## src/rtl/axi_ecc_wr_err_ctrl_if.sv

```systemverilog
// rtl/axi_ecc_wr_err_ctrl_if.sv - AW/W handshake bundle between upstream bus, error controller and decoder master
interface axi_ecc_wr_err_ctrl_if #(
    parameter int unsigned AxiAddrWidth = 32,
    parameter int unsigned AxiIdWidth   = 4
);
    logic                    aw_valid_i;
    logic                    aw_ready_o;
    logic [AxiAddrWidth-1:0] aw_addr_i;
    logic [AxiIdWidth-1:0]   aw_id_i;
    logic                    aw_valid_o;
    logic                    aw_ready_i;
    logic                    w_valid_i;
    logic                    w_ready_o;
    logic                    w_last_i;
    logic                    w_valid_o;
    logic                    w_ready_i;

    modport slave (
        input  aw_valid_i, aw_addr_i, aw_id_i, aw_ready_i,
        input  w_valid_i, w_last_i, w_ready_i,
        output aw_ready_o, aw_valid_o, w_ready_o, w_valid_o
    );

    modport master (
        output aw_valid_i, aw_addr_i, aw_id_i, aw_ready_i,
        output w_valid_i, w_last_i, w_ready_i,
        input  aw_ready_o, aw_valid_o, w_ready_o, w_valid_o
    );
endinterface

```

## src/rtl/axi_ecc_wr_err_ctrl.sv

```systemverilog
// rtl/axi_ecc_wr_err_ctrl.sv - write-side ECC controller: AW tracking, W gating, error counters, capture and IRQ
module axi_ecc_wr_err_ctrl #(
    parameter int unsigned AxiAddrWidth   = 32,
    parameter int unsigned AxiIdWidth     = 4,
    parameter int unsigned AxiDataWidth   = 32,
    parameter int unsigned AwDepth        = 4,
    parameter int unsigned CntWidth       = 16,
    parameter int unsigned CeIrqThreshold = 16,
    localparam int unsigned NbEccBits     = (AxiDataWidth == 64) ? 8 : 7
) (
    input  logic                    clk_i,
    input  logic                    rst_ni,
    axi_ecc_wr_err_ctrl_if.slave    bus,
    input  logic [1:0]              err_i,
    input  logic [NbEccBits-1:0]    syndrome_i,
    input  logic                    clear_i,
    output logic [CntWidth-1:0]     ce_cnt_o,
    output logic [CntWidth-1:0]     ue_cnt_o,
    output logic                    cap_valid_o,
    output logic                    cap_ue_o,
    output logic [AxiAddrWidth-1:0] cap_addr_o,
    output logic [AxiIdWidth-1:0]   cap_id_o,
    output logic [7:0]              cap_beat_o,
    output logic [NbEccBits-1:0]    cap_syndrome_o,
    output logic                    irq_o
);
    localparam int unsigned PtrW = $clog2(AwDepth);
    typedef logic [PtrW:0] ptr_t;

    if (!(AxiDataWidth == 32 || AxiDataWidth == 64)) begin : g_bad_data_width
        $fatal(1, "axi_ecc_wr_err_ctrl: AxiDataWidth must be 32 or 64");
    end
    if (AwDepth < 2 || (AwDepth & (AwDepth - 1)) != 0) begin : g_bad_aw_depth
        $fatal(1, "axi_ecc_wr_err_ctrl: AwDepth must be a power of two >= 2");
    end
    if (CeIrqThreshold < 1) begin : g_bad_threshold
        $fatal(1, "axi_ecc_wr_err_ctrl: CeIrqThreshold must be >= 1");
    end

    ptr_t                    wr_ptr_q, wr_ptr_d;
    ptr_t                    rd_ptr_q, rd_ptr_d;
    logic [AxiAddrWidth-1:0] addr_mem_q [AwDepth];
    logic [AxiAddrWidth-1:0] addr_mem_d [AwDepth];
    logic [AxiIdWidth-1:0]   id_mem_q   [AwDepth];
    logic [AxiIdWidth-1:0]   id_mem_d   [AwDepth];
    logic [7:0]              beat_cnt_q, beat_cnt_d;
    logic [CntWidth-1:0]     ce_cnt_q, ce_cnt_d;
    logic [CntWidth-1:0]     ue_cnt_q, ue_cnt_d;
    logic                    irq_q, irq_d;
    logic                    cap_valid_q, cap_valid_d;
    logic                    cap_ue_q, cap_ue_d;
    logic [AxiAddrWidth-1:0] cap_addr_q, cap_addr_d;
    logic [AxiIdWidth-1:0]   cap_id_q, cap_id_d;
    logic [7:0]              cap_beat_q, cap_beat_d;
    logic [NbEccBits-1:0]    cap_syn_q, cap_syn_d;

    logic [PtrW-1:0] wr_idx, rd_idx;
    logic            full, empty, push, beat, pop;
    logic            ce_hit, ue_hit, ce_thr_hit, cap_load;

    assign wr_idx = wr_ptr_q[PtrW-1:0];
    assign rd_idx = rd_ptr_q[PtrW-1:0];

    // Full/empty come from registered pointers only, so a same-cycle pop never frees a slot.
    assign full  = (wr_idx == rd_idx) && (wr_ptr_q[PtrW] != rd_ptr_q[PtrW]);
    assign empty = (wr_ptr_q == rd_ptr_q);

    assign bus.aw_valid_o = bus.aw_valid_i & ~full;
    assign bus.aw_ready_o = bus.aw_ready_i & ~full;
    assign bus.w_valid_o  = bus.w_valid_i & ~empty;
    assign bus.w_ready_o  = bus.w_ready_i & ~empty;

    assign push   = bus.aw_valid_i & bus.aw_ready_i & ~full;
    assign beat   = bus.w_valid_i & bus.w_ready_i & ~empty;
    assign pop    = beat & bus.w_last_i;
    assign ue_hit = beat & err_i[1];
    assign ce_hit = beat & (err_i == 2'b01);

    // AW tracking FIFO: push on downstream AW handshake, pop on the last W beat.
    always_comb begin
        wr_ptr_d   = wr_ptr_q + ptr_t'(push);
        rd_ptr_d   = rd_ptr_q + ptr_t'(pop);
        addr_mem_d = addr_mem_q;
        id_mem_d   = id_mem_q;
        if (push) begin
            addr_mem_d[wr_idx] = bus.aw_addr_i;
            id_mem_d[wr_idx]   = bus.aw_id_i;
        end
    end

    // Beat index within the current burst; wraps silently past 256 beats.
    always_comb begin
        beat_cnt_d = beat_cnt_q;
        if (beat) begin
            beat_cnt_d = bus.w_last_i ? 8'd0 : beat_cnt_q + 8'd1;
        end
    end

    // Saturating error counters and sticky IRQ; a same-cycle clear is applied first.
    always_comb begin
        ce_cnt_d = clear_i ? '0 : ce_cnt_q;
        ue_cnt_d = clear_i ? '0 : ue_cnt_q;
        if (ce_hit && (ce_cnt_d != '1)) begin
            ce_cnt_d = ce_cnt_d + CntWidth'(1);
        end
        if (ue_hit && (ue_cnt_d != '1)) begin
            ue_cnt_d = ue_cnt_d + CntWidth'(1);
        end
        ce_thr_hit = ce_hit && (32'(ce_cnt_d) == CeIrqThreshold);
        irq_d      = (clear_i ? 1'b0 : irq_q) | ue_hit | ce_thr_hit;
    end

    // Capture the first error, upgrade once to the first uncorrectable one, then hold.
    always_comb begin
        cap_valid_d = clear_i ? 1'b0 : cap_valid_q;
        cap_ue_d    = clear_i ? 1'b0 : cap_ue_q;
        cap_addr_d  = clear_i ? '0 : cap_addr_q;
        cap_id_d    = clear_i ? '0 : cap_id_q;
        cap_beat_d  = clear_i ? '0 : cap_beat_q;
        cap_syn_d   = clear_i ? '0 : cap_syn_q;
        cap_load    = (ce_hit | ue_hit) & (~cap_valid_d | (ue_hit & ~cap_ue_d));
        if (cap_load) begin
            cap_valid_d = 1'b1;
            cap_ue_d    = ue_hit;
            cap_addr_d  = addr_mem_q[rd_idx];
            cap_id_d    = id_mem_q[rd_idx];
            cap_beat_d  = beat_cnt_q;
            cap_syn_d   = syndrome_i;
        end
    end

    // State registers; reset discards every tracked burst.
    always_ff @(posedge clk_i or negedge rst_ni) begin
        if (!rst_ni) begin
            wr_ptr_q    <= '0;
            rd_ptr_q    <= '0;
            for (int i = 0; i < int'(AwDepth); i++) begin
                addr_mem_q[i] <= '0;
                id_mem_q[i]   <= '0;
            end
            beat_cnt_q  <= '0;
            ce_cnt_q    <= '0;
            ue_cnt_q    <= '0;
            irq_q       <= 1'b0;
            cap_valid_q <= 1'b0;
            cap_ue_q    <= 1'b0;
            cap_addr_q  <= '0;
            cap_id_q    <= '0;
            cap_beat_q  <= '0;
            cap_syn_q   <= '0;
        end else begin
            wr_ptr_q    <= wr_ptr_d;
            rd_ptr_q    <= rd_ptr_d;
            addr_mem_q  <= addr_mem_d;
            id_mem_q    <= id_mem_d;
            beat_cnt_q  <= beat_cnt_d;
            ce_cnt_q    <= ce_cnt_d;
            ue_cnt_q    <= ue_cnt_d;
            irq_q       <= irq_d;
            cap_valid_q <= cap_valid_d;
            cap_ue_q    <= cap_ue_d;
            cap_addr_q  <= cap_addr_d;
            cap_id_q    <= cap_id_d;
            cap_beat_q  <= cap_beat_d;
            cap_syn_q   <= cap_syn_d;
        end
    end

    assign ce_cnt_o       = ce_cnt_q;
    assign ue_cnt_o       = ue_cnt_q;
    assign irq_o          = irq_q;
    assign cap_valid_o    = cap_valid_q;
    assign cap_ue_o       = cap_ue_q;
    assign cap_addr_o     = cap_addr_q;
    assign cap_id_o       = cap_id_q;
    assign cap_beat_o     = cap_beat_q;
    assign cap_syndrome_o = cap_syn_q;
endmodule

```

## src/flat_wrapper.sv

```systemverilog
// flat-port wrapper written by rule: the top's interface ports become plain ports
module axi_ecc_wr_err_ctrl_flat 
#(
    parameter int unsigned AxiAddrWidth   = 32,
    parameter int unsigned AxiIdWidth     = 4,
    parameter int unsigned AxiDataWidth   = 32,
    parameter int unsigned AwDepth        = 4,
    parameter int unsigned CntWidth       = 16,
    parameter int unsigned CeIrqThreshold = 16,
    localparam int unsigned NbEccBits     = (AxiDataWidth == 64) ? 8 : 7
)
  (clk_i, rst_ni, err_i, syndrome_i, clear_i, ce_cnt_o, ue_cnt_o, cap_valid_o, cap_ue_o, cap_addr_o, cap_id_o, cap_beat_o, cap_syndrome_o, irq_o, bus_aw_valid_i, bus_aw_addr_i, bus_aw_id_i, bus_aw_ready_i, bus_w_valid_i, bus_w_last_i, bus_w_ready_i, bus_aw_ready_o, bus_aw_valid_o, bus_w_ready_o, bus_w_valid_o);
  axi_ecc_wr_err_ctrl_if #(.AxiAddrWidth(AxiAddrWidth), .AxiIdWidth(AxiIdWidth)) bus_i ();
  input  logic clk_i;
  input  logic rst_ni;
  input  logic [1:0] err_i;
  input  logic [NbEccBits-1:0] syndrome_i;
  input  logic clear_i;
  output logic [CntWidth-1:0] ce_cnt_o;
  output logic [CntWidth-1:0] ue_cnt_o;
  output logic cap_valid_o;
  output logic cap_ue_o;
  output logic [AxiAddrWidth-1:0] cap_addr_o;
  output logic [AxiIdWidth-1:0] cap_id_o;
  output logic [7:0] cap_beat_o;
  output logic [NbEccBits-1:0] cap_syndrome_o;
  output logic irq_o;
  input wire logic [$bits(bus_i.aw_valid_i)-1:0] bus_aw_valid_i;
  input wire logic [$bits(bus_i.aw_addr_i)-1:0] bus_aw_addr_i;
  input wire logic [$bits(bus_i.aw_id_i)-1:0] bus_aw_id_i;
  input wire logic [$bits(bus_i.aw_ready_i)-1:0] bus_aw_ready_i;
  input wire logic [$bits(bus_i.w_valid_i)-1:0] bus_w_valid_i;
  input wire logic [$bits(bus_i.w_last_i)-1:0] bus_w_last_i;
  input wire logic [$bits(bus_i.w_ready_i)-1:0] bus_w_ready_i;
  output wire logic [$bits(bus_i.aw_ready_o)-1:0] bus_aw_ready_o;
  output wire logic [$bits(bus_i.aw_valid_o)-1:0] bus_aw_valid_o;
  output wire logic [$bits(bus_i.w_ready_o)-1:0] bus_w_ready_o;
  output wire logic [$bits(bus_i.w_valid_o)-1:0] bus_w_valid_o;
  assign bus_i.aw_valid_i = bus_aw_valid_i;
  assign bus_i.aw_addr_i = bus_aw_addr_i;
  assign bus_i.aw_id_i = bus_aw_id_i;
  assign bus_i.aw_ready_i = bus_aw_ready_i;
  assign bus_i.w_valid_i = bus_w_valid_i;
  assign bus_i.w_last_i = bus_w_last_i;
  assign bus_i.w_ready_i = bus_w_ready_i;
  assign bus_aw_ready_o = bus_i.aw_ready_o;
  assign bus_aw_valid_o = bus_i.aw_valid_o;
  assign bus_w_ready_o = bus_i.w_ready_o;
  assign bus_w_valid_o = bus_i.w_valid_o;
  axi_ecc_wr_err_ctrl #(.AxiAddrWidth(AxiAddrWidth), .AxiIdWidth(AxiIdWidth), .AxiDataWidth(AxiDataWidth), .AwDepth(AwDepth), .CntWidth(CntWidth), .CeIrqThreshold(CeIrqThreshold)) u_core (.clk_i(clk_i), .rst_ni(rst_ni), .bus(bus_i), .err_i(err_i), .syndrome_i(syndrome_i), .clear_i(clear_i), .ce_cnt_o(ce_cnt_o), .ue_cnt_o(ue_cnt_o), .cap_valid_o(cap_valid_o), .cap_ue_o(cap_ue_o), .cap_addr_o(cap_addr_o), .cap_id_o(cap_id_o), .cap_beat_o(cap_beat_o), .cap_syndrome_o(cap_syndrome_o), .irq_o(irq_o));
endmodule
```

## config.mk

```make
export PLATFORM = sky130hd
export DESIGN_NAME = axi_ecc_wr_err_ctrl_flat
export DESIGN_NICKNAME = d
export VERILOG_FILES = /design/src/rtl/axi_ecc_wr_err_ctrl_if.sv /design/src/rtl/axi_ecc_wr_err_ctrl.sv /design/src/flat_wrapper.sv
export SDC_FILE = /design/constraint.sdc
export NUM_CORES = 1
export LEC_CHECK = 0
export CORE_MARGIN = 2
export CORE_UTILIZATION = 55
export DETAILED_ROUTE_END_ITERATION = 8
export PLACE_DENSITY = 0.79
export SYNTH_ARGS = -nofsm -noshare
export SYNTH_HDL_FRONTEND = slang
export SYNTH_SLANG_ARGS = --single-unit
```

## constraint.sdc

```tcl
create_clock -name clk_i -period 3 [get_ports clk_i]
set_input_delay 0.45 -clock clk_i [delete_from_list [all_inputs] [get_ports clk_i]]
set_output_delay 0.45 -clock clk_i [all_outputs]
set_load 0.005 [all_outputs]
```

==> impl_results.md, run 1 <==
- CTS Buffer Depth: 3
- Die Ht: 145 um
- Nets: 1071
- First-pass GRT wire length: 37200 um
- GR Util All Layers: 22.5%
- Kind of critical path: flip-flop to flip-flop
- Area of placed instances: 12800 um^2
- Post-CTS Setup Bufs: 0
- RR Startpoint: u_core.rd_ptr_q[2]
- Die area: 20900 um^2
- Vias post-DR: 7162
- Crit path capture: u_core.irq_o
- Synth-to-Final Area Change: 26.2%
- Diodes inserted: 0
- P_sw: 3600 uW
- Root buf cell: clkbuf_16
- Leak pwr: 0.00578 uW
- Hold depth: 3
- Post-route clock period utilization: 86.8%
- Cell taking the most area after synthesis: dfrtp_1
- DRC viols: 0
- Worst Reg-to-Reg Cells: 8
- Finished Layout Cells: roughly 1300
- Setup violators final: 0
- Minimum clock period: 2.60 ns
- FP Rows: between 50 and 60
- Endpoint class of the critical path: flip-flop
- Placed cell count: 1249
- Post-Syn Nets: 908
- FF-to-FF setup slack: 0.40 ns
- Share of cells above drive strength 1: 27.3%
- Clk_lat worst skew: roughly 0.52 ns
- I/O Buffers: 142
- #FFs+latches synth: 244
- Worst min-delay path category: input pin to flip-flop
- Drt pass-1 iters: 4
- Largest family of logic cells by synthesized area: multiplexers
- Power density over cell area: 934 nW/um^2
- Final Hold Vio Count: 0
- Clock sink count: 244
- Crit-path max FO: 6
- Register area share after synthesis: 56.2%
- Fin area: 13700 um^2
- Dominant synthesized flop cell: dfrtp_1
- Largest net degree at the start of global routing: 91
- Gate power share: between 30 and 40%
- FFs w/ async S/R, synth: 100%
- Iter 0 DRT Violations: 337
- Initial antenna violation count: 0
- Post-cts sizing count: 0
- Most frequent cell after synthesis: dfrtp_1
- Fillers: 1363
- Xor/xnor share of the synthesized area: 2.79%
- Util after Layout: approximately 71%
- Top cell type's share of synthesized area: a little under three fifths
- Post-synth cell types: 53
- Max Clock Freq: 0.384 GHz
- Post-DRT Antenna Nets: 0
- Clock power share: 25.0%
- Vias in the first global route: 7146
- Seq. cell area: 6110 um^2
- Worst Max-Slew Pin Slew: 0.750 ns
- Syn_area_per_cell: 12.8 um^2
- Starting density of the core: 56.0%
- Io pins: 143
- Clk_skew: 0.0124 ns
- Element type at the critical path start: flip-flop
- Area of the multi-input gates: 4540 um^2
- Synthesized instance count: 849
- Hold buffer count at CTS: 1
- Simple-Gate Fraction of Synth Area: 10.2%
- H-tree levels: 1
- Pwr Total: 12800 uW
- Core ar.: slightly below 20000 um^2
- Crit. Startpoint: u_core.rd_ptr_q[2]
- Compound-Gate Fraction of Synth Area: 4.49%
- Outcome: completed
- Max-slew violations: 0
- Post-synthesis adder-cell area fraction: 0.691%
- Synthesized cell area: ~11000 um^2
- Dpl ws: -0.0406 ns
- Clock slew at reported path FFs: 0.06 ns
- Gr ovfl total: 0
- WL/cell: roughly 18 um
- Switch share: about 28%
- Max-Cap Viols: 0
- Via density: around 5.5
- RSZ-0062 raised after global routing: false
- Post-synth EDFFs: 0
- Internal Power: ~9200 uW
- Slew margin rel.: 50.0%
- Syn. warnings: 0
- Die X: 145 um
- Register share of total power: 42.2%
- Gpl congestion: between 0.8 and 0.9
- Crit path DAT: roughly 3.1 ns
- Mux cell area share after synthesis: a little under a quarter
- Post-DP HPWL: 14600 um
- Peak supply drop: about 0.00049 V
- Reg2reg end: u_core.irq_o
- Final WL: about 23000 um
- Setup WS post-layout: 0.395 ns
- CTS tree: done
- Most common library cells after synthesis: 244 x dfrtp_1, 148 x mux2_2, 135 x nand2_1
- Req. time, crit path: 3.45 ns
- Synth area leaders: dfrtp_1 56%, mux2_2 15%, mux4_2 6.2%
- TritonCTS Buffers: 25
==> critical path, stage by stage, from the launching register on <==
cell and delay [ns]:
dfrtp_1 0.42, xor2_2 0.22, o31ai_2 0.55, buf_4 0.22, a211oi_1 0.05, mux2_2 0.32
a2111o_1 0.29, or4_1 0.40, nand2_1 0.08
==> through the flow <==
stage	TNS, ns	hold WS, ns
CTS	0	0.481
detailed placement	-0.119	0.488
finish	0	0.494
global placement	0	0.480
floorplan	0	0.154
global route	0	0.503
==> power groups by stage <==
stage | sequential (uW) | combinational, uW | clock [uW]
floorplan | 5260 | 2790 | 0
global placement | 5380 | 4140 | 0
detailed placement | 5440 | 4250 | 0
CTS | 5400 | 4280 | 3260
global route | 5580 | 4580 | 3400
finish | 5410 | 4200 | 3200
==> final cells by class <==
cell class                      instances  share of cell area (%)
Clock buffer                           34                    5.25
Clock inverter                         12                    1.04
Inverter                                7                   0.192
Multi-Input combinational cell        550                    33.1
Sequential cell                       244                    44.6
Tap cell                              265                    2.42
Timing Repair Buffer                  184                    13.5
==> cells by family (layout without fill, tap and decap cells) <==
kind of cell	count (synthesis)	count (layout)
compound gates	82	82
mux	186	186
simple gates	244	244
xor+xnor	32	32
buf+inv	55	237
fa+ha+maj	6	6
flops	244	244
==> registers in the layout, indices dropped and copies added (netlist names) <==
| register | count |
|---|---|
| u_core.addr_mem_q | 128 |
| u_core.cap_addr_o | 32 |
| u_core.ce_cnt_o | 16 |
| u_core.id_mem_q | 16 |
| u_core.ue_cnt_o | 16 |
| u_core.beat_cnt_q | 8 |
| u_core.cap_beat_o | 8 |
| u_core.cap_syndrome_o | 7 |
| u_core.cap_id_o | 4 |
| u_core.rd_ptr_q | 3 |
| u_core.wr_ptr_q | 3 |
| u_core.cap_ue_o | 1 |
| u_core.cap_valid_o | 1 |
| u_core.irq_o | 1 |
==> cells in the final DEF (no fill, tap or decap), drive strengths merged, types with 3 or more instances in the layout <==
| cell type | instances |
|---|---|
| dfrtp | 244 |
| mux2 | 149 |
| clkdlybuf4s50 | 141 |
| nand2 | 135 |
| o21ai | 57 |
| buf | 42 |
| mux4 | 36 |
| clkbuf | 34 |
| nor2 | 31 |
| xnor2 | 17 |
| nand3 | 17 |
| xor2 | 15 |
| nor3 | 14 |
| nor2b | 10 |
| and2 | 8 |
| clkinv | 8 |
| inv | 8 |
| ha | 6 |
| a211oi | 5 |
| a21oi | 4 |
| and3 | 4 |
| nor4 | 4 |
| nand4 | 4 |
| or3 | 3 |
| bufinv | 3 |
==> per-layer routing <==
layer  GRT usage [%]  vias up  share of wire (%)
li1                -     3348                  -
met1            31.4     3611                 45
met2            37.5      167                 48
met3            3.74       36                5.0
met4            5.16        0                1.9
met5               0        -                  0
==> how the worst min path moves through the flow <==
stage                     startpoint                        to
3_5_place_dp   u_core.addr_mem_q[29]     u_core.addr_mem_q[29]
3_3_place_gp      u_core.id_mem_q[3]        u_core.id_mem_q[3]
4_1_cts                syndrome_i[0]  u_core.cap_syndrome_o[0]
5_1_grt                syndrome_i[0]  u_core.cap_syndrome_o[0]
2_1_floorplan                 rst_ni      u_core.addr_mem_q[0]
6_report               syndrome_i[0]  u_core.cap_syndrome_o[0]
Note: power is estimated with default switching activity, not from simulation.
==> inputs of run 2 (changes only) <==
--- a/config.mk
+++ b/config.mk
@@ -7,6 +7,7 @@
 export LEC_CHECK = 0
 export CORE_MARGIN = 2
 export CORE_UTILIZATION = 55
+export CTS_CLUSTER_DIAMETER = 50
 export DETAILED_ROUTE_END_ITERATION = 8
 export PLACE_DENSITY = 0.79
 export SYNTH_ARGS = -nofsm -noshare
==> impl_results.md, run 2 (same netlist as run 1, synthesis figures left out) <==
- Leading cell type in the layout, fill and taps excluded: dfrtp_1 (unchanged)
- Via density: 5.54 (was 5.53)
- Share of cells above drive strength 1: 27.4% (was 27.3%)
- Top reg by flops: u_core.addr_mem_q (unchanged)
- Crit-path max FO: 4 (was 6)
- Gate power share: 32.1% (was 32.8%)
- DRC viols: 0 (unchanged)
- H-tree levels: 1 (unchanged)
- Clk_skew: 0.00943 ns (was 0.0124 ns)
- Worst Max-Slew Pin Slew: 0.767 ns (was 0.750 ns)
- CP cell instances: xor2_2 -> or3_1 -> and2_1 -> clkdlybuf4s50_1 (was xor2_2 -> o31ai_2 -> buf_4 -> a211oi_1 -> mux2_2 -> a2111o_1 -> or4_1 -> nand2_1)
- Diodes inserted: 0 (unchanged)
- Max-slew violations: 0 (unchanged)
- Vias in the first global route: 7252 (was 7146)
- Dpl ws: -0.0406 ns (unchanged)
- Max Clock Freq: 0.383 GHz (was 0.384 GHz)
- Minimum clock period: 2.61 ns (was 2.60 ns)
- Post-DRT Antenna Nets: 0 (unchanged)
- Io pins: 143 (unchanged)
- RSZ-0062 raised after global routing: false (unchanged)
- FP Rows: 51 (unchanged)
- First-pass GRT wire length: 37600 um (was 37200 um)
- P_sw: 3690 uW (was 3600 uW)
- Vias post-DR: 7201 (was 7162)
- Endpoint class of the critical path: output pin (was flip-flop)
- Switch share: 28.1% (about the same)
- Outcome: completed (unchanged)
- Max FFs per register: 128 (unchanged)
- Die X: 145 um (unchanged)
- Finished Layout Cells: 1300 (was 1296)
- Kind of critical path: flip-flop to output pin (was flip-flop to flip-flop)
- Setup violators final: 0 (unchanged)
- CTS Buffer Depth: 3 (unchanged)
- WL/cell: 18.0 um (was 17.7 um)
- Commonest non-fill, non-tap cells in the layout: 242 x dfrtp_1, 148 x mux2_2, 141 x clkdlybuf4s50_1 (unchanged)
- Slew margin rel.: 48.9% (was 50.0%)
- Worst path max stage delay: 0.43 ns (was 0.55 ns)
- Clock power share: 26.6% (was 25.0%)
- I/O Buffers: 142 (unchanged)
- Placed cell count: 1249 (unchanged)
- Post-DP HPWL: 14600 um (unchanged)
- Peak supply drop: 0.000617 V (was 0.000491 V)
- Die area: 20900 um^2 (unchanged)
- Top delay family on crit path: simple AND/OR/NAND/NOR gates (was compound AO/OA/AOI/OAI gates)
- Critical-path top delay cell: clkdlybuf4s50_1 (was o31ai_2)
- Crit path DAT: 2.16 ns (was 3.05 ns)
- Req. time, crit path: 2.55 ns (was 3.45 ns)
- CTS tree: done (unchanged)
- Hold buffer count at CTS: 1 (unchanged)
- GR Util All Layers: 22.8% (was 22.5%)
- Register share of total power: 41.2% (was 42.2%)
- Post-cts sizing count: 0 (unchanged)
- Starting density of the core: 56.0% (unchanged)
- Gpl congestion: 0.857 (unchanged)
- Clk_lat worst skew: 0.52 ns (about the same)
- Nets: 1073 (was 1071)
- Element type at the critical path start: flip-flop (unchanged)
- Die Ht: 145 um (unchanged)
- Max-Cap Viols: 0 (unchanged)
- Worst min-delay path category: input pin to flip-flop (unchanged)
- Drt pass-1 iters: 5 (was 4)
- Synth-to-Final Area Change: 27.1% (was 26.2%)
- Core ar.: 19400 um^2 (unchanged)
- Final WL: 23400 um (was 23000 um)
- Leak pwr: 0.00582 uW (was 0.00578 uW)
- Internal Power: 9440 uW (was 9200 uW)
- Clock slew at reported path FFs: 0.06 ns (about the same)
- TritonCTS Buffers: 27 (was 25)
- Setup WS post-layout: 0.387 ns (was 0.395 ns)
- Post-CTS Setup Bufs: 0 (unchanged)
- Power density over cell area: 951 nW/um^2 (was 934 nW/um^2)
- Final Hold Vio Count: 0 (unchanged)
- Gr ovfl total: 0 (unchanged)
- Clock sink count: 244 (unchanged)
- CP Buf/Inv Count: 1 (unchanged)
- Root buf cell: clkbuf_16 (unchanged)
- Initial antenna violation count: 0 (unchanged)
- Iter 0 DRT Violations: 298 (was 337)
- Post-route clock period utilization: 87.1% (was 86.8%)
- Largest net degree at the start of global routing: 91 (unchanged)
-- run 2: layout make-up --
type                    instances  area (um^2)
fillers                      1341         5590
clock inverters                12          176
flip-flops and latches        244         6110
repair buffers                184         1840
inverters                       7         26.3
multi-input cells             550         4540
clock buffers                  38          787
well taps                     265          332
-- run 2: routing by layer --
| metal | track usage [%] | routed length, um | vias to the layer above |
|---|---|---|---|
| li1 | - | - | 3349 |
| met1 | 31.3 | 10500 | 3649 |
| met2 | 38.2 | 11300 | 170 |
| met3 | 3.77 | 1140 | 33 |
| met4 | 6.08 | 436 | 0 |
| met5 | 0 | 0 | - |
-- run 2: stage by stage --
step / instance area [um^2] / utilization [%] / TNS, ns / power [uW] / hold WS, ns
global placement: 12800 / 66.2 / 0 / 9520 / 0.480
finish: 13800 / 71.2 / 0 / 13100 / 0.483
floorplan: 10900 / - / 0 / 8050 / 0.154
CTS: 13800 / 71.2 / 0 / 13300 / 0.464
detailed placement: 12800 / 66.2 / -0.119 / 9690 / 0.488
global route: 13800 / 71.2 / 0 / 13900 / 0.490
-- run 2: final timing paths --
check	start	to	slack, ns	cells after the start
hold reg to reg	u_core.addr_mem_q[14]	u_core.addr_mem_q[14]	0.50	1
setup / recovery	u_core.rd_ptr_q[2]	bus_w_valid_o	0.39	4
min in group asynchronous	rst_ni	u_core.ce_cnt_o[9]	0.53	2
hold / removal	syndrome_i[0]	u_core.cap_syndrome_o[0]	0.48	3
max in group asynchronous	rst_ni	u_core.rd_ptr_q[1]	1.62	3
setup reg to reg	u_core.rd_ptr_q[2]	u_core.irq_o	0.40	8
-- run 2: worst reg2reg max path: cells and delay by family (launching register included) --
kind,cells,cell delay (ns)
AOI/OAI and AO/OA,3,0.89
xor gates and xnor gates,1,0.22
buffers and inverters,1,0.22
DFF,1,0.42
muxes,1,0.32
and+or+nand+nor,2,0.49
-- run 2: power by group through the flow --
stage          Clock (uW)  Sequential, uW  Combinational, uW
2_1_floorplan           0            5260               2790
3_3_place_gp            0            5380               4140
3_5_place_dp            0            5440               4250
4_1_cts              3550            5410               4290
5_1_grt              3700            5590               4600
6_report             3500            5420               4220
==> inputs of run 3 (changes only) <==
--- a/config.mk
+++ b/config.mk
@@ -6,10 +6,11 @@
 export NUM_CORES = 1
 export LEC_CHECK = 0
 export CORE_MARGIN = 2
-export CORE_UTILIZATION = 55
+export CORE_UTILIZATION = 45
 export CTS_CLUSTER_DIAMETER = 50
 export DETAILED_ROUTE_END_ITERATION = 8
-export PLACE_DENSITY = 0.79
+export PLACE_DENSITY = 0.66
 export SYNTH_ARGS = -nofsm -noshare
 export SYNTH_HDL_FRONTEND = slang
 export SYNTH_SLANG_ARGS = --single-unit
+export TNS_END_PERCENT = 50
==> impl_results.md, run 3 (same netlist as run 1, synthesis figures left out) <==
- Area of placed instances: 12900 um^2 (was 12800 um^2)
- Via density: 5.22 (was 5.54)
- Endpoint class of the critical path: flip-flop (was output pin)
- Diodes inserted: 0 (unchanged)
- Iter 0 DRT Violations: 353 (was 298)
- I/O Buffers: 142 (unchanged)
- FF-to-FF setup slack: 0.27 ns (was 0.40 ns)
- H-tree levels: 1 (unchanged)
- Leading cell type in the layout, fill and taps excluded: dfrtp_1 (unchanged)
- Crit. Startpoint: u_core.wr_ptr_q[1] (was u_core.rd_ptr_q[2])
- Power density over cell area: 953 nW/um^2 (was 951 nW/um^2)
- Gr ovfl total: 0 (unchanged)
- Top reg by flops: u_core.addr_mem_q (unchanged)
- CTS Buffer Depth: 3 (unchanged)
- Max Clock Freq: 0.367 GHz (was 0.383 GHz)
- Finished Layout Cells: 1359 (was 1300)
- Starting density of the core: 46.0% (was 56.0%)
- RSZ-0062 raised after global routing: false (unchanged)
- Clk_skew: 0.00861 ns (was 0.00943 ns)
- Post-CTS Setup Bufs: 0 (unchanged)
- Clk_lat worst skew: 0.53 ns (was 0.52 ns)
- Crit path DAT: 3.19 ns (was 2.16 ns)
- Post-cts sizing count: 0 (unchanged)
- Crit-path max FO: 9 (was 4)
- Initial antenna violation count: 0 (unchanged)
- Io pins: 143 (unchanged)
- Hold WS: 0.475 ns (was 0.483 ns)
- Largest net degree at the start of global routing: 91 (unchanged)
- Final Hold Vio Count: 0 (unchanged)
- DRC viols: 0 (unchanged)
- GR Util All Layers: 19.0% (was 22.8%)
- Post-DRT Antenna Nets: 0 (unchanged)
- Root buf cell: clkbuf_16 (unchanged)
- Reg2reg end: u_core.irq_o (unchanged)
- Req. time, crit path: 3.46 ns (was 2.55 ns)
- Vias post-DR: 7093 (was 7201)
- Crit path capture: u_core.irq_o (was bus_w_valid_o)
- Leak pwr: 0.00584 uW (was 0.00582 uW)
- Nets: 1078 (was 1073)
- Clock slew at reported path FFs: 0.06 ns (about the same)
- Hold buffer count at CTS: 1 (unchanged)
- Gpl congestion: 0.846 (was 0.857)
- Worst Reg-to-Reg Cells: 8 (unchanged)
- Setup violators final: 0 (unchanged)
- Max-slew violations: 0 (unchanged)
- Peak supply drop: 0.000548 V (was 0.000617 V)
- Slew margin rel.: 47.5% (was 48.9%)
- Max FFs per register: 128 (unchanged)
- Placed cell count: 1306 (was 1249)
- Core ar.: 23600 um^2 (was 19400 um^2)
- Clock sink count: 244 (unchanged)
- Vias in the first global route: 7565 (was 7252)
- Max-Cap Viols: 0 (unchanged)
- Worst min-delay path category: input pin to flip-flop (unchanged)
- First-pass GRT wire length: 39600 um (was 37600 um)
- Die area: 25400 um^2 (was 20900 um^2)
- Commonest non-fill, non-tap cells in the layout: 242 x dfrtp_1, 148 x mux2_2, 141 x clkdlybuf4s50_1 (unchanged)
- FP Rows: 56 (was 51)
- Die Ht: 159 um (was 145 um)
- Outcome: completed (unchanged)
- CTS tree: done (unchanged)
- Fin Setup TNS: 0 ns (unchanged)
- Final WL: 23800 um (was 23400 um)
- Post-route clock period utilization: 90.9% (was 87.1%)
- Share of cells above drive strength 1: 27.8% (was 27.4%)
- Minimum clock period: 2.73 ns (was 2.61 ns)
- Post-DP HPWL: 15100 um (was 14600 um)
- Worst Max-Slew Pin Slew: 0.788 ns (was 0.767 ns)
- Drt pass-1 iters: 4 (was 5)
- WL/cell: 17.5 um (was 18.0 um)
- Element type at the critical path start: flip-flop (unchanged)
- RR Startpoint: u_core.wr_ptr_q[1] (was u_core.rd_ptr_q[2])
- Kind of critical path: flip-flop to flip-flop (was flip-flop to output pin)
- TritonCTS Buffers: 29 (was 27)
- Die X: 159 um (was 145 um)
- Fin area: 13900 um^2 (was 13800 um^2)
- Synth-to-Final Area Change: 28.1% (was 27.1%)
## run 3: cell types whose count changed in the layout (fill, tap and decap cells not counted)
cell / change
bufinv_16: +1
clkbuf_16: +2
inv_6: -1
clkinv_4: +2
buf_4: +6
clkbuf_8: -3
buf_12: -3
clkinvlp_4: +1
## run 3: layer usage
layer  wire (um)  share of wire [%]  global-route usage [%]  vias up
met5           0                  0                       0        -
met4         385                1.6                    4.09        0
met3        1050                4.4                    3.18       33
met2       11100                 47                    30.9      143
met1       11200                 47                    27.1     3584
li1            -                  -                       -     3333
## run 3: through the flow
step	power [uW]	setup WS, ns	utilization (%)
5_1_grt	14100	0.164	58.9
3_5_place_dp	9700	-0.0226	54.6
4_1_cts	13400	0.275	58.9
3_3_place_gp	9570	0.00149	54.6
2_1_floorplan	8050	0.276	-
6_report	13300	0.272	58.9
## run 3: worst min path at each step
stage | startpoint | end | slack, ns | cells past startpoint
5_1_grt | syndrome_i[0] | u_core.cap_syndrome_o[0] | 0.49 | 3
6_report | syndrome_i[3] | u_core.cap_syndrome_o[3] | 0.47 | 3
3_3_place_gp | u_core.addr_mem_q[0] | u_core.addr_mem_q[0] | 0.48 | 1
4_1_cts | syndrome_i[3] | u_core.cap_syndrome_o[3] | 0.45 | 3
2_1_floorplan | rst_ni | u_core.addr_mem_q[0] | 0.15 | 0
3_5_place_dp | u_core.id_mem_q[11] | u_core.id_mem_q[11] | 0.49 | 1
## run 3: cell type report
class | instances | area [um^2]
fillers | 1987 | 9690
flip-flops and latches | 244 | 6110
multi-input cells | 550 | 4540
repair buffers | 187 | 1830
clock buffers | 37 | 796
well taps | 319 | 399
clock inverters | 15 | 223
inverters | 7 | 26.3
## run 3: where the power goes
part | internal (uW) | leakage [uW] | total, uW | switching (uW)
combinational | 2580 | 0.00228 | 4180 | 1610
clock | 2300 | 0.000491 | 3670 | 1370
sequential | 4670 | 0.00307 | 5410 | 738
total | 9550 | 0.00584 | 13300 | 3710
## run 3: critical path, cell delays in order (launching register included)
cell	delay (ns)
dfrtp_1	0.49
xor2_2	0.26
o31ai_2	0.44
buf_4	0.26
a211oi_1	0.07
mux2_4	0.34
a211o_1	0.23
or4_1	0.50
nand2_1	0.08
